**src/rtl/spike_readout.sv**
```systemverilog
// Spike-count readout: accumulates output-neuron spikes over a frame, then runs a
// sequential argmax. Optional live counter read port under SPIKE_READOUT_CNT_RD_EN.
module spike_readout #(
  parameter int IO_WIDTH  = 8,
  parameter int N_OUT     = 10,
  parameter int T_WIDTH   = 5,
  parameter int SC_WIDTH  = 6,
  parameter int CLS_WIDTH = 4
) (
  input  logic                 CLK,
  input  logic                 RSTB,
  input  logic                 CLR,
  input  logic [T_WIDTH-1:0]   T_STEPS,
  input  logic                 IN_VALID,
  input  logic [IO_WIDTH-1:0]  IN_SPIKE,
  output logic                 RES_VALID,
  input  logic                 RES_READY,
  output logic [CLS_WIDTH-1:0] RES_CLASS,
  output logic [SC_WIDTH-1:0]  RES_COUNT,
  output logic                 RES_TIE,
  output logic                 OVERRUN,
  output logic                 BUSY
`ifdef SPIKE_READOUT_CNT_RD_EN
  ,
  input  logic [CLS_WIDTH-1:0] CNT_RD_IDX,
  output logic [SC_WIDTH-1:0]  CNT_RD_DATA
`endif
);

  localparam int BEATS  = (N_OUT + IO_WIDTH - 1) / IO_WIDTH;
  localparam int BEAT_W = (BEATS > 1) ? $clog2(BEATS) : 1;
  localparam logic [SC_WIDTH-1:0] SC_MAX = {SC_WIDTH{1'b1}};

  typedef enum logic [1:0] {
    COLLECT = 2'd0,
    SCAN    = 2'd1,
    HOLD    = 2'd2
  } state_t;

  state_t state_r, state_nxt_s;

  logic [SC_WIDTH-1:0]  cnt_r [N_OUT];
  logic [BEAT_W-1:0]    beat_r;
  logic [T_WIDTH-1:0]   step_r;
  logic [T_WIDTH-1:0]   tsteps_r;
  logic [CLS_WIDTH-1:0] scan_r;
  logic [CLS_WIDTH-1:0] arg_r;
  logic [SC_WIDTH-1:0]  max_r;
  logic                 tie_r;
  logic                 res_valid_r;
  logic [CLS_WIDTH-1:0] res_class_r;
  logic [SC_WIDTH-1:0]  res_count_r;
  logic                 res_tie_r;
  logic                 overrun_r;
  logic                 busy_r;

  logic                 first_beat_s;
  logic [T_WIDTH-1:0]   t_live_s;
  logic [T_WIDTH-1:0]   t_cur_s;
  logic                 last_beat_s;
  logic                 accept_s;
  logic                 scan_last_s;
  logic [SC_WIDTH-1:0]  scan_cnt_s;
  logic [SC_WIDTH-1:0]  cand_max_s;
  logic [CLS_WIDTH-1:0] cand_arg_s;
  logic                 cand_tie_s;

  // Frame bookkeeping: T_STEPS is taken live on the first beat, latched copy afterwards.
  always_comb begin
    first_beat_s = (beat_r == BEAT_W'(0)) && (step_r == T_WIDTH'(0));
    t_live_s     = (T_STEPS == T_WIDTH'(0)) ? T_WIDTH'(1) : T_STEPS;
    t_cur_s      = first_beat_s ? t_live_s : tsteps_r;
    last_beat_s  = (beat_r == BEAT_W'(BEATS - 1)) && (step_r == (t_cur_s - T_WIDTH'(1)));
    accept_s     = IN_VALID && (state_r == COLLECT);
    scan_last_s  = (scan_r == CLS_WIDTH'(N_OUT - 1));
  end

  // Select the counter currently under scan.
  always_comb begin
    scan_cnt_s = SC_WIDTH'(0);
    for (int n = 0; n < N_OUT; n++) begin
      scan_cnt_s = (scan_r == CLS_WIDTH'(n)) ? cnt_r[n] : scan_cnt_s;
    end
  end

  // Running argmax step: strict greater wins, so the lowest index keeps ties.
  always_comb begin
    cand_max_s = max_r;
    cand_arg_s = arg_r;
    cand_tie_s = tie_r;
    if (scan_r == CLS_WIDTH'(0)) begin
      cand_max_s = scan_cnt_s;
      cand_arg_s = CLS_WIDTH'(0);
      cand_tie_s = 1'b0;
    end else if (scan_cnt_s > max_r) begin
      cand_max_s = scan_cnt_s;
      cand_arg_s = scan_r;
      cand_tie_s = 1'b0;
    end else if (scan_cnt_s == max_r) begin
      cand_max_s = max_r;
      cand_arg_s = arg_r;
      cand_tie_s = 1'b1;
    end else begin
      cand_max_s = max_r;
      cand_arg_s = arg_r;
      cand_tie_s = tie_r;
    end
  end

  // Next-state decode.
  always_comb begin
    state_nxt_s = state_r;
    case (state_r)
      COLLECT: begin
        if (accept_s && last_beat_s) begin
          state_nxt_s = SCAN;
        end else begin
          state_nxt_s = COLLECT;
        end
      end
      SCAN: begin
        if (scan_last_s) begin
          state_nxt_s = HOLD;
        end else begin
          state_nxt_s = SCAN;
        end
      end
      HOLD: begin
        if (RES_READY) begin
          state_nxt_s = COLLECT;
        end else begin
          state_nxt_s = HOLD;
        end
      end
      default: state_nxt_s = COLLECT;
    endcase
  end

  // State register.
  always_ff @(posedge CLK or negedge RSTB) begin
    if (!RSTB) begin
      state_r <= COLLECT;
    end else if (CLR) begin
      state_r <= COLLECT;
    end else begin
      state_r <= state_nxt_s;
    end
  end

  // Counters, frame indices, argmax accumulators and registered result.
  always_ff @(posedge CLK or negedge RSTB) begin
    if (!RSTB) begin
      for (int n = 0; n < N_OUT; n++) cnt_r[n] <= SC_WIDTH'(0);
      beat_r      <= BEAT_W'(0);
      step_r      <= T_WIDTH'(0);
      tsteps_r    <= T_WIDTH'(0);
      scan_r      <= CLS_WIDTH'(0);
      arg_r       <= CLS_WIDTH'(0);
      max_r       <= SC_WIDTH'(0);
      tie_r       <= 1'b0;
      res_valid_r <= 1'b0;
      res_class_r <= CLS_WIDTH'(0);
      res_count_r <= SC_WIDTH'(0);
      res_tie_r   <= 1'b0;
      overrun_r   <= 1'b0;
      busy_r      <= 1'b0;
    end else if (CLR) begin
      for (int n = 0; n < N_OUT; n++) cnt_r[n] <= SC_WIDTH'(0);
      beat_r      <= BEAT_W'(0);
      step_r      <= T_WIDTH'(0);
      tsteps_r    <= T_WIDTH'(0);
      scan_r      <= CLS_WIDTH'(0);
      arg_r       <= CLS_WIDTH'(0);
      max_r       <= SC_WIDTH'(0);
      tie_r       <= 1'b0;
      res_valid_r <= 1'b0;
      res_class_r <= CLS_WIDTH'(0);
      res_count_r <= SC_WIDTH'(0);
      res_tie_r   <= 1'b0;
      overrun_r   <= 1'b0;
      busy_r      <= 1'b0;
    end else begin
      busy_r <= (state_nxt_s != COLLECT);
      if (IN_VALID && (state_r != COLLECT)) begin
        overrun_r <= 1'b1;
      end
      case (state_r)
        COLLECT: begin
          scan_r <= CLS_WIDTH'(0);
          if (accept_s) begin
            for (int n = 0; n < N_OUT; n++) begin
              if ((beat_r == BEAT_W'(n / IO_WIDTH)) && IN_SPIKE[n % IO_WIDTH] &&
                  (cnt_r[n] != SC_MAX)) begin
                cnt_r[n] <= cnt_r[n] + SC_WIDTH'(1);
              end
            end
            if (first_beat_s) begin
              tsteps_r <= t_live_s;
            end
            if (beat_r == BEAT_W'(BEATS - 1)) begin
              beat_r <= BEAT_W'(0);
              step_r <= last_beat_s ? T_WIDTH'(0) : (step_r + T_WIDTH'(1));
            end else begin
              beat_r <= beat_r + BEAT_W'(1);
            end
          end
        end
        SCAN: begin
          max_r  <= cand_max_s;
          arg_r  <= cand_arg_s;
          tie_r  <= cand_tie_s;
          scan_r <= scan_r + CLS_WIDTH'(1);
          if (scan_last_s) begin
            res_valid_r <= 1'b1;
            res_class_r <= cand_arg_s;
            res_count_r <= cand_max_s;
            res_tie_r   <= cand_tie_s;
          end
        end
        HOLD: begin
          if (RES_READY) begin
            res_valid_r <= 1'b0;
            for (int n = 0; n < N_OUT; n++) cnt_r[n] <= SC_WIDTH'(0);
          end
        end
        default: begin
          res_valid_r <= 1'b0;
        end
      endcase
    end
  end

  assign RES_VALID = res_valid_r;
  assign RES_CLASS = res_class_r;
  assign RES_COUNT = res_count_r;
  assign RES_TIE   = res_tie_r;
  assign OVERRUN   = overrun_r;
  assign BUSY      = busy_r;

`ifdef SPIKE_READOUT_CNT_RD_EN
  // Live counter read; indices beyond the last neuron read as zero.
  always_comb begin
    CNT_RD_DATA = SC_WIDTH'(0);
    for (int n = 0; n < N_OUT; n++) begin
      CNT_RD_DATA = (CNT_RD_IDX == CLS_WIDTH'(n)) ? cnt_r[n] : CNT_RD_DATA;
    end
  end
`endif

endmodule

```
**config.mk**
```make
export PLATFORM = sky130hd
export DESIGN_NAME = spike_readout
export DESIGN_NICKNAME = d
export VERILOG_FILES = /design/src/rtl/spike_readout.sv
export SDC_FILE = /design/constraint.sdc
export NUM_CORES = 1
export LEC_CHECK = 0
export ABC_AREA = 1
export BUFFER_PORTS_ARGS = -buffer_cell sky130_fd_sc_hd__buf_2
export CAP_MARGIN = 10
export CORE_AREA = 2 2 109 111
export DETAILED_ROUTE_END_ITERATION = 16
export DIE_AREA = 0 0 111 113
export MAX_ROUTING_LAYER = met4
export PLACE_DENSITY = 0.87
export RECOVER_POWER = 100
export REMOVE_ABC_BUFFERS = 1
export SLEW_MARGIN = 10
export SYNTH_ARGS = -nofsm -noshare
export SYNTH_HDL_FRONTEND = slang
export SYNTH_SLANG_ARGS = --single-unit
```
**constraint.sdc**
```tcl
create_clock -name CLK -period 3.1 [get_ports CLK]
set_clock_uncertainty 0.2 [all_clocks]
set_input_delay 0.93 -clock CLK [delete_from_list [all_inputs] [get_ports CLK]]
set_output_delay 0.93 -clock CLK [all_outputs]
set_load 0.01 [all_outputs]
```
==> impl_metrics.toml, run 1 <==
[run_status]
status = "finished with violations"
violations = "setup timing"

[pwr]
p_leak_nw = 3.60
power_w = 0.00370
power.density_nw_per_um2 = 494
peakVddDrop_mv = 0.548

[critical_path]
r2r_start = "scan_r[0]$_DFFE_PN0P_"
worstSetupStartpointType = "flip-flop"
rr_worst_depth = 27
cp_max_fo = 4
arrival_ps = 3480
crit_end = "RES_COUNT[4]$_DFFE_PN0P_"
r2r_end = "RES_COUNT[4]$_DFFE_PN0P_"
reg2reg_slack_ps = -270
endpoint_kind = "flip-flop"
critical_path_class = "flip-flop to flip-flop"
cpMostUsedCell = "buf_4"
critical_path.startpoint = "scan_r[0]$_DFFE_PN0P_"
crit_required_ps = 3210
cp_slowest_cell = "dfrtp_2"
max_stage_delay_ps = 470

[route]
detail_route.drc_violations = 0
first_pass_iters = 5
ant_nets = 0
wirelength_um = 15800
routedWlPerCell_um = 15.0
first_iter_violations = 535
avgViaCountPerCell = 5.51
num_vias = 5824

[layout]
drive_gt1_share_pct = 19.9
multi_input_area_um2 = 3210
syn_to_final_growth_pct = 20.3
fillers = 880
regArea_um2 = 2550
antennaDiodeCount = 0
post-route-util_pct = 66.4
final_nets = 950

[global_routing]
grt_antenna_before_repair = 0
grt_pass1_vias = 5671
grt_overflow_total = 0
grt_first_pass_wirelength_um = 26100
track_usage_pct = 26.6
grt_start_max_net_pins = 103

[synthesis]
synthFlopType = "dfrtp_1"
yosysSeqAreaShare_pct = 41.0
ys_ff_latch = 102
synthMostInstantiatedCell = "nand2_1"
syn_area_um2 = 6220
synth_common_cells = "194 x nand2_1, 145 x inv_1, 102 x dfrtp_1"
syn_area_per_cell_um2 = 7.57
synth_largest_area_cell = "dfrtp_1"
ys_top_cells_by_area = "dfrtp_1 41%, nand2_1 12%, inv_1 8.7%"
synthCells = 822
yosysUniqueCellTypes = 37
synth_async_sr_flop_share_pct = 100
yosysWarnings = 0
synth_edf_count = 0
yosysTopAreaCellShare_pct = 41.0

[clock_tree]
clk_pin_slew_worst_paths_ps = 70
cts_made_buffers = 9
cts_root_buf = "clkbuf_16"
htree_levels = 3
cts.sinks = 102
cts_tree = "done"
cts_buffer_depth = 2
clkLatencyLatePin_ps = 370

[die]
io_pins = 32
core_region_area_um2 = 11300
die_w_um = 111
dieHeight_um = 113
die-area_um2 = 12500
fp-row-count = 39
start_util_pct = 55.2

[placed_design]
dp_hpwl_um = 10400
gp_congestion = 0.891
dp_slack_ps = -309
port_buffers = 31

[run]
maxCapViolCount = 0

[sta]
period_share_pct = 109
tightestPinTransition_ps = 1380
fmax_mhz = 297
postLayoutSetupSlackWorst_ps = -271
rsz0062_at_grt = "true"
hold_ws_ps = 279
relSlewSlack_pct = 7.77
slew_violations = 0
final-hold-violation-count = 0
setup_viol = 20
period_minus_slack_ps = 3370

[min_path]
hp-class = "flip-flop to flip-flop"
cell families (layout without fill, tap and decap cells):
group	Yosys count	after routing	synth area share, %
AO/OA/AOI/OAI	160	160	14.6
flip-flops	102	102	41.0
XOR/XNOR	10	10	1.63
adder cells (fa/ha/maj)	23	23	4.62
AND/OR/NAND/NOR	359	359	27.5
buffers and inverters	168	260	10.6
layout make-up:
cell class,count,area share (%)
sequential,102,34.1
clock inverter,6,1.47
multi-input combinational,552,42.9
clock buffer,10,3.06
inverter,155,7.87
tap,143,2.39
timing repair buffer,89,8.16
stage by stage:
stage	setup TNS (ps)	cell area (um2)	std cells
finish	-3880	7490	1057
CTS	-1520	7380	1056
detailed placement	-4200	6830	1026
floorplan	-10000	6150	809
global route	-9020	7490	1057
global placement	-991	6830	1026
critical path, delay by kind of cell (launching register included):
| family | cells | cell delay, ps |
|---|---|---|
| adders and majority gates | 1 | 170 |
| buffers and inverters | 12 | 1490 |
| DFF | 1 | 470 |
| and+or+nand+nor | 14 | 960 |
routing by layer:
layer | global-route usage (%) | vias to the layer above | share of wire [%]
met1 | 31.6 | 2722 | 42
li1 | - | 2851 | -
met3 | 4.93 | 60 | 5.3
met5 | - | - | 0
met4 | 13.0 | 0 | 4.3
met2 | 43.9 | 191 | 48
power by group:
group	leakage [nW]	internal, W	switching (W)	total, W
clock	0.159	0.000788	0.000530	0.00132
sequential	1.39	0.00144	0.000107	0.00154
combinational	2.05	0.000324	0.000514	0.000837
worst min-delay path by stage:
stage / start / endpoint / slack (ps) / depth (start not counted)
floorplan: tsteps_r[4]$_DFFE_PN0P_ / tsteps_r[4]$_DFFE_PN0P_ / 250 / 2
global placement: RES_COUNT[5]$_DFFE_PN0P_ / RES_COUNT[5]$_DFFE_PN0P_ / 260 / 2
detailed placement: RES_COUNT[1]$_DFFE_PN0P_ / RES_COUNT[1]$_DFFE_PN0P_ / 270 / 2
CTS: RES_COUNT[1]$_DFFE_PN0P_ / RES_COUNT[1]$_DFFE_PN0P_ / 280 / 2
global route: RES_CLASS[0]$_DFFE_PN0P_ / RES_CLASS[0]$_DFFE_PN0P_ / 310 / 2
finish: RES_COUNT[1]$_DFFE_PN0P_ / RES_COUNT[1]$_DFFE_PN0P_ / 280 / 2
registers in the layout, summed over array words and instances, names as in the netlist:
register,flops
BUSY,1
OVERRUN,1
RES_CLASS,4
RES_COUNT,6
RES_TIE,1
RES_VALID,1
arg_r,4
beat_r,1
cnt_r,60
max_r,6
scan_r,4
state_r,2
step_r,5
tie_r,1
tsteps_r,5
what timing repair did:
item                       4_1_cts  5_1_grt
resized for setup               42       33
pin swaps                       15       18
cloned                           1        0
hold buffers                     0        0
setup endpoints to repair       22       22
setup buffers                   13        1
cells in the final DEF (no fill, tap or decap), types with 2 or more instances in the layout:
cell type     n
nor2_1       24
nor3_2       11
buf_4        52
nand3b_1      2
o21ai_0      63
clkbuf_4      2
buf_6         5
dfrtp_1     100
a221oi_1     10
nand3_2       5
inv_4         3
nand2_4       8
o211ai_1     14
o21ai_1      25
nor2_2        2
nand2_2      11
bufinv_16     3
nand4_1       5
buf_2        29
clkbuf_1      2
ha_1         17
xnor2_1       2
nor3_1       11
a21oi_2       3
o22ai_1       6
clkbuf_16     9
nor2_4        4
dfrtp_2       2
nand3_1      71
nor3b_1      20
nand2_1     181
inv_1       140
clkinvlp_4    2
inv_2        12
a21oi_1      30
xor2_1        7
ha_4          6
o21ai_2       8
(Power assumes the default switching activity.)
==> run 2, diff against run 1 <==
==> constraint.sdc (replaced) <==
create_clock -name CLK -period 3.1 [get_ports CLK]
set_clock_uncertainty 0.2 [all_clocks]
set_input_delay 0.62 -clock CLK [delete_from_list [all_inputs] [get_ports CLK]]
set_output_delay 0.62 -clock CLK [all_outputs]
set_load 0.01 [all_outputs]
==> run 2 against run 1 <==
Effect of this change: final cell count did not move; the flow finishes with violations (capacitance limit, slew limit, setup timing); clock-buffer cell count fell by 1; flip-flop and latch count did not move; critical endpoint is now max_r[1]$_DFFE_PN0P_; critical path depth fell by 3; non-clock buffer count did not move; utilization fell by 1.3 points; fmax rose by 1.7%; worst setup slack improved by 56 ps; die area did not move; sequential power barely moved.
==> impl_metrics.toml, run 2 (same netlist as run 1, synthesis figures left out) <==
[run_status]
status = "finished with violations"
violations = "capacitance limit, slew limit, setup timing"

[placed_design]
port_buffers = 31
gp_congestion = 0.918
dp_slack_ps = -357
dp_hpwl_um = 10500

[critical_path]
critical_path_class = "flip-flop to flip-flop"
cp_max_fo = 10
endpoint_kind = "flip-flop"
arrival_ps = 3350
crit_required_ps = 3140
worstSetupStartpointType = "flip-flop"

[sta]
final-hold-violation-count = 0
relSlewSlack_pct = -43.0
slew_violations = 42
period_minus_slack_ps = 3310
postLayoutSetupSlackWorst_ps = -215
tightestPinTransition_ps = 2150
period_share_pct = 107
setup_viol = 21
rsz0062_at_grt = "true"
fmax_mhz = 302

[clock_tree]
cts.sinks = 102
clkLatencyLatePin_ps = 360
htree_levels = 3
cts_made_buffers = 9
cts_root_buf = "clkbuf_16"
clk_pin_slew_worst_paths_ps = 80
cts_buffer_depth = 2
cts_tree = "done"

[layout]
post-route-util_pct = 65.1
drive_gt1_share_pct = 17.7
largest_reg_flops = 60
final_nets = 950
syn_to_final_growth_pct = 17.9
antennaDiodeCount = 0
mostFrequentLayoutCells = "188 x nand2_1, 139 x inv_1, 99 x dfrtp_1"
final_common_cell = "nand2_1"
regMostFlops = "cnt_r"

[pwr]
p_leak_nw = 3.50
peakVddDrop_mv = 0.384
power.density_nw_per_um2 = 477

[global_routing]
track_usage_pct = 26.3
grt_overflow_total = 0
grt_antenna_before_repair = 0
grt_start_max_net_pins = 63
grt_pass1_vias = 5742
grt_first_pass_wirelength_um = 26100

[route]
first_pass_iters = 5
avgViaCountPerCell = 5.52
first_iter_violations = 400
ant_nets = 0
routedWlPerCell_um = 14.5
wirelength_um = 15300
detail_route.drc_violations = 0
num_vias = 5839

[die]
core_region_area_um2 = 11300
fp-row-count = 39
io_pins = 32
dieHeight_um = 113
start_util_pct = 55.2
die_w_um = 111
die-area_um2 = 12500

[min_path]
hp-class = "flip-flop to flip-flop"

[run]
maxCapViolCount = 1
[run 2: cell count changes in the layout (fill, tap and decap cells not counted), sizes merged]
cell / change
bufinv: -2
clkinv: +3
buf: -12
clkbuf: +11
[run 2: worst paths after layout]
path	depth (start not counted)	endpoint	slack [ps]	startpoint
min reg2reg	2	RES_COUNT[1]$_DFFE_PN0P_	280	RES_COUNT[1]$_DFFE_PN0P_
max reg2reg	24	max_r[1]$_DFFE_PN0P_	-210	scan_r[0]$_DFFE_PN0P_
min in group asynchronous	1	tsteps_r[3]$_DFFE_PN0P_	670	RSTB
min	2	RES_COUNT[1]$_DFFE_PN0P_	280	RES_COUNT[1]$_DFFE_PN0P_
max	24	max_r[1]$_DFFE_PN0P_	-210	scan_r[0]$_DFFE_PN0P_
max in group asynchronous	2	cnt_r[12]$_DFFE_PN0P_	580	RSTB
[run 2: power by group]
group	switching [W]	internal, W	total, W
logic	0.000495	0.000321	0.000816
registers	0.000112	0.00144	0.00155
clock network	0.000515	0.000620	0.00113
[run 2: cell type report]
class / count / area [um2]
well taps: 143 / 179
repair buffers: 89 / 591
multi-input cells: 552 / 3130
inverters: 155 / 589
flip-flops and latches: 102 / 2560
clock inverters: 7 / 65.1
fillers: 904 / 3930
clock buffers: 9 / 225
[run 2: what timing repair did]
| action | 4_1_cts | 5_1_grt |
|---|---|---|
| setup buffers | 13 | 2 |
| hold buffers | 0 | 0 |
| cloned | 1 | 0 |
| setup endpoints to repair | 22 | 22 |
| pin swaps | 8 | 9 |
| gates resized for setup | 39 | 25 |
[run 2: metal layers]
layer	share of wire [%]	wire length [um]	GRT usage [%]	up-vias
met5	0	0	-	-
met4	4.4	680	12.3	0
met3	5.8	885	5.52	53
met2	47	7130	43.5	185
met1	43	6610	31.1	2750
li1	-	-	-	2851
[run 2: through the flow]
step / area, um2 / total power, W / instances / hold WS (ps) / setup TNS, ps
6_report: 7340 / 0.00350 / 1057 / 277 / -3520
5_1_grt: 7340 / 0.00369 / 1057 / 287 / -7760
4_1_cts: 7320 / 0.00351 / 1055 / 56.3 / -724
3_5_place_dp: 6820 / 0.00232 / 1025 / 260 / -5530
3_3_place_gp: 6820 / 0.00229 / 1025 / 259 / -1410
2_1_floorplan: 6150 / 0.00207 / 809 / 124 / -2150
[run 2: worst max-delay path, cell delays in order, from the launching register on]
cell	delay (ps)
dfrtp_2	460
buf_4	150
ha_2	200
nand2_4	120
inv_1	80
nand2_1	60
nand3_1	80
nand2_1	70
nand2_1	60
nand3_2	60
nand3_1	100
nand2_1	140
inv_2	60
ha_4	260
nand2_1	60
nor2_2	130
o21ai_1	90
o211ai_1	130
nand2_1	120
o21ai_2	110
buf_6	160
buf_6	110
nand2_2	60
nand2_1	50
o21ai_1	50
==> run 3, diff against run 2 <==
Settings changed: CELL_PAD_IN_SITES_DETAIL_PLACEMENT from default to 1, CELL_PAD_IN_SITES_GLOBAL_PLACEMENT from default to 1, CORE_AREA 2 2 109 111 to 2 2 125 127, DIE_AREA 0 0 111 113 to 0 0 127 129, PLACE_DENSITY 0.87 to 0.88.
==> run 3 against run 2 <==
Effect of this change: the run ends with setup timing left; via count up 8.1%; critical path depth up 2; sequential power about the same; utilization down 13 points; worst hold slack better by 1.4 ps; non-clock buffer count up 18; clock power up 15%; critical path type unchanged; routed wire length up 44%; first-iteration DRC count down 4.8%; largest power group unchanged; fmax down 7.7%; final cell count up 6.1%.
==> impl_metrics.toml, run 3 (same netlist as run 1, synthesis figures left out) <==
[die]
dieHeight_um = 129
fp-row-count = 45
core_region_area_um2 = 15000
start_util_pct = 41.6
die-area_um2 = 16400
die_w_um = 127
io_pins = 32

[critical_path]
cp_max_fo = 8
critical_path_class = "flip-flop to flip-flop"
endpoint_kind = "flip-flop"
reg2reg_slack_ps = -490
arrival_ps = 3680
crit_required_ps = 3190
worstSetupStartpointType = "flip-flop"

[route]
wirelength_um = 22100
highest_layer = "met4"
routedWlPerCell_um = 19.7
detail_route.drc_violations = 0
first_pass_iters = 5
avgViaCountPerCell = 5.63
wl_met3_um = 905
wl_met2_um = 11500
wl_met1_um = 8520
first_iter_violations = 381
num_vias = 6313
ant_nets = 0

[clock_tree]
cts.sinks = 102
cts_buffer_depth = 2
cts_made_buffers = 9
clk_pin_slew_worst_paths_ps = 80
htree_levels = 3
cts_root_buf = "clkbuf_16"
clkLatencyLatePin_ps = 370
cts_tree = "done"

[min_path]
hp-class = "flip-flop to flip-flop"

[sta]
slew_violations = 0
period_share_pct = 116
period_minus_slack_ps = 3590
fin_setup_tns_ps = -8900
relSlewSlack_pct = 31.1
tightestPinTransition_ps = 1030
postLayoutSetupSlackWorst_ps = -490
rsz0062_at_grt = "true"
final-hold-violation-count = 0
fmax_mhz = 279
setup_viol = 22

[global_routing]
track_usage_pct = 27.3
grt_pass1_vias = 6835
grt_antenna_before_repair = 0
grt_overflow_total = 0
grt_start_max_net_pins = 50
grt_first_pass_wirelength_um = 34300

[run]
maxCapViolCount = 0

[placed_design]
port_buffers = 31
dp_hpwl_um = 13100
dp_slack_ps = -490
gp_congestion = 0.858

[run_status]
status = "finished with violations"
violations = "setup timing"

[layout]
largest_reg_flops = 60
regMostFlops = "cnt_r"
antennaDiodeCount = 0
post-route-util_pct = 52.5
fillers = 1860
syn_to_final_growth_pct = 26.2
mostFrequentLayoutCells = "173 x nand2_1, 136 x inv_1, 99 x dfrtp_1"
final_nets = 969
final_common_cell = "nand2_1"
drive_gt1_share_pct = 25.4

[pwr]
peakVddDrop_mv = 0.296
p_leak_nw = 3.74
power.density_nw_per_um2 = 488
[run 3: changes by cell type in the layout (fill, tap and decap cells not counted), moves of 5 or more]
cell and delta:
nand2_2 +12, o21ai_1 -6, buf_4 +11, nand3_1 -13, clkbuf_1 -14, nand3_2 +13, nand2_1 -15, ha_4 +5
buf_2 +14
[run 3: timing repair]
action                                  in CTS  in global routing
endpoints found under the hold margin       16                  0
gates cloned                                 1                  1
pin swaps                                   30                 27
gates resized for setup                     75                 44
setup buffers                               23                  6
endpoints found under the setup margin      22                 22
hold buffers                                 1                  0
[run 3: cell type report]
| type | instances | area, um2 | share of cell area (%) |
|---|---|---|---|
| multi-input cells | 553 | 3380 | 43.0 |
| flip-flops and latches | 102 | 2560 | 32.5 |
| repair buffers | 107 | 768 | 9.78 |
| inverters | 155 | 592 | 7.53 |
| well taps | 188 | 235 | 2.99 |
| clock buffers | 9 | 225 | 2.87 |
| clock inverters | 7 | 104 | 1.32 |
[run 3: power by group]
| part | leakage, nW | internal (W) | switching (W) | total, W |
|---|---|---|---|---|
| logic | 2.19 | 0.000375 | 0.000608 | 0.000983 |
| registers | 1.39 | 0.00144 | 0.000116 | 0.00155 |
| clock network | 0.161 | 0.000720 | 0.000579 | 0.00130 |
| total | 3.74 | 0.00253 | 0.00130 | 0.00383 |
[run 3: through the flow]
stage | hold WS, ps | total power (W) | cell area, um2 | cells
5_1_grt | 313 | 0.00401 | 7860 | 1121
3_5_place_dp | 261 | 0.00237 | 6910 | 1074
3_3_place_gp | 261 | 0.00232 | 6910 | 1074
2_1_floorplan | 124 | 0.00207 | 6150 | 809
6_report | 279 | 0.00383 | 7860 | 1121
4_1_cts | 281 | 0.00376 | 7670 | 1114
[run 3: path summary, 6_finish.rpt]
kind	from	end	depth (start not counted)
max	scan_r[0]$_DFFE_PN0P_	arg_r[3]$_DFFE_PN0P_	26
max in group asynchronous	RSTB	cnt_r[18]$_DFFE_PN0P_	3
min	RES_CLASS[3]$_DFFE_PN0P_	RES_CLASS[3]$_DFFE_PN0P_	2
max reg2reg	scan_r[0]$_DFFE_PN0P_	arg_r[3]$_DFFE_PN0P_	26
min reg2reg	RES_CLASS[3]$_DFFE_PN0P_	RES_CLASS[3]$_DFFE_PN0P_	2
min in group asynchronous	RSTB	step_r[2]$_DFFE_PN0P_	2
[run 3: layer usage]
| layer | vias to the layer above | GRT usage (%) |
|---|---|---|
| met5 | - | - |
| met4 | 0 | 12.2 |
| met3 | 98 | 4.28 |
| met2 | 206 | 49.4 |
| met1 | 3111 | 29.7 |
| li1 | 2898 | - |
[run 3: critical path, stage by stage (launching register included)]
cell and delay, ps:
dfrtp_1 450, inv_2 180, ha_4 210, buf_6 130
nand4_1 160, nand3_2 110, nand3_2 70, nand2_1 70
nand2_1 50, nand2_1 70, nand2_1 50, nand2_1 80
nand2_2 70, nand2_2 90, nand2_2 60, inv_2 80
ha_4 220, nand2_4 80, nor2_4 40, o21ai_2 60
o211ai_1 160, nand2_2 150, buf_6 150, o21ai_2 70
nor2_2 200, inv_2 90, o21ai_1 150
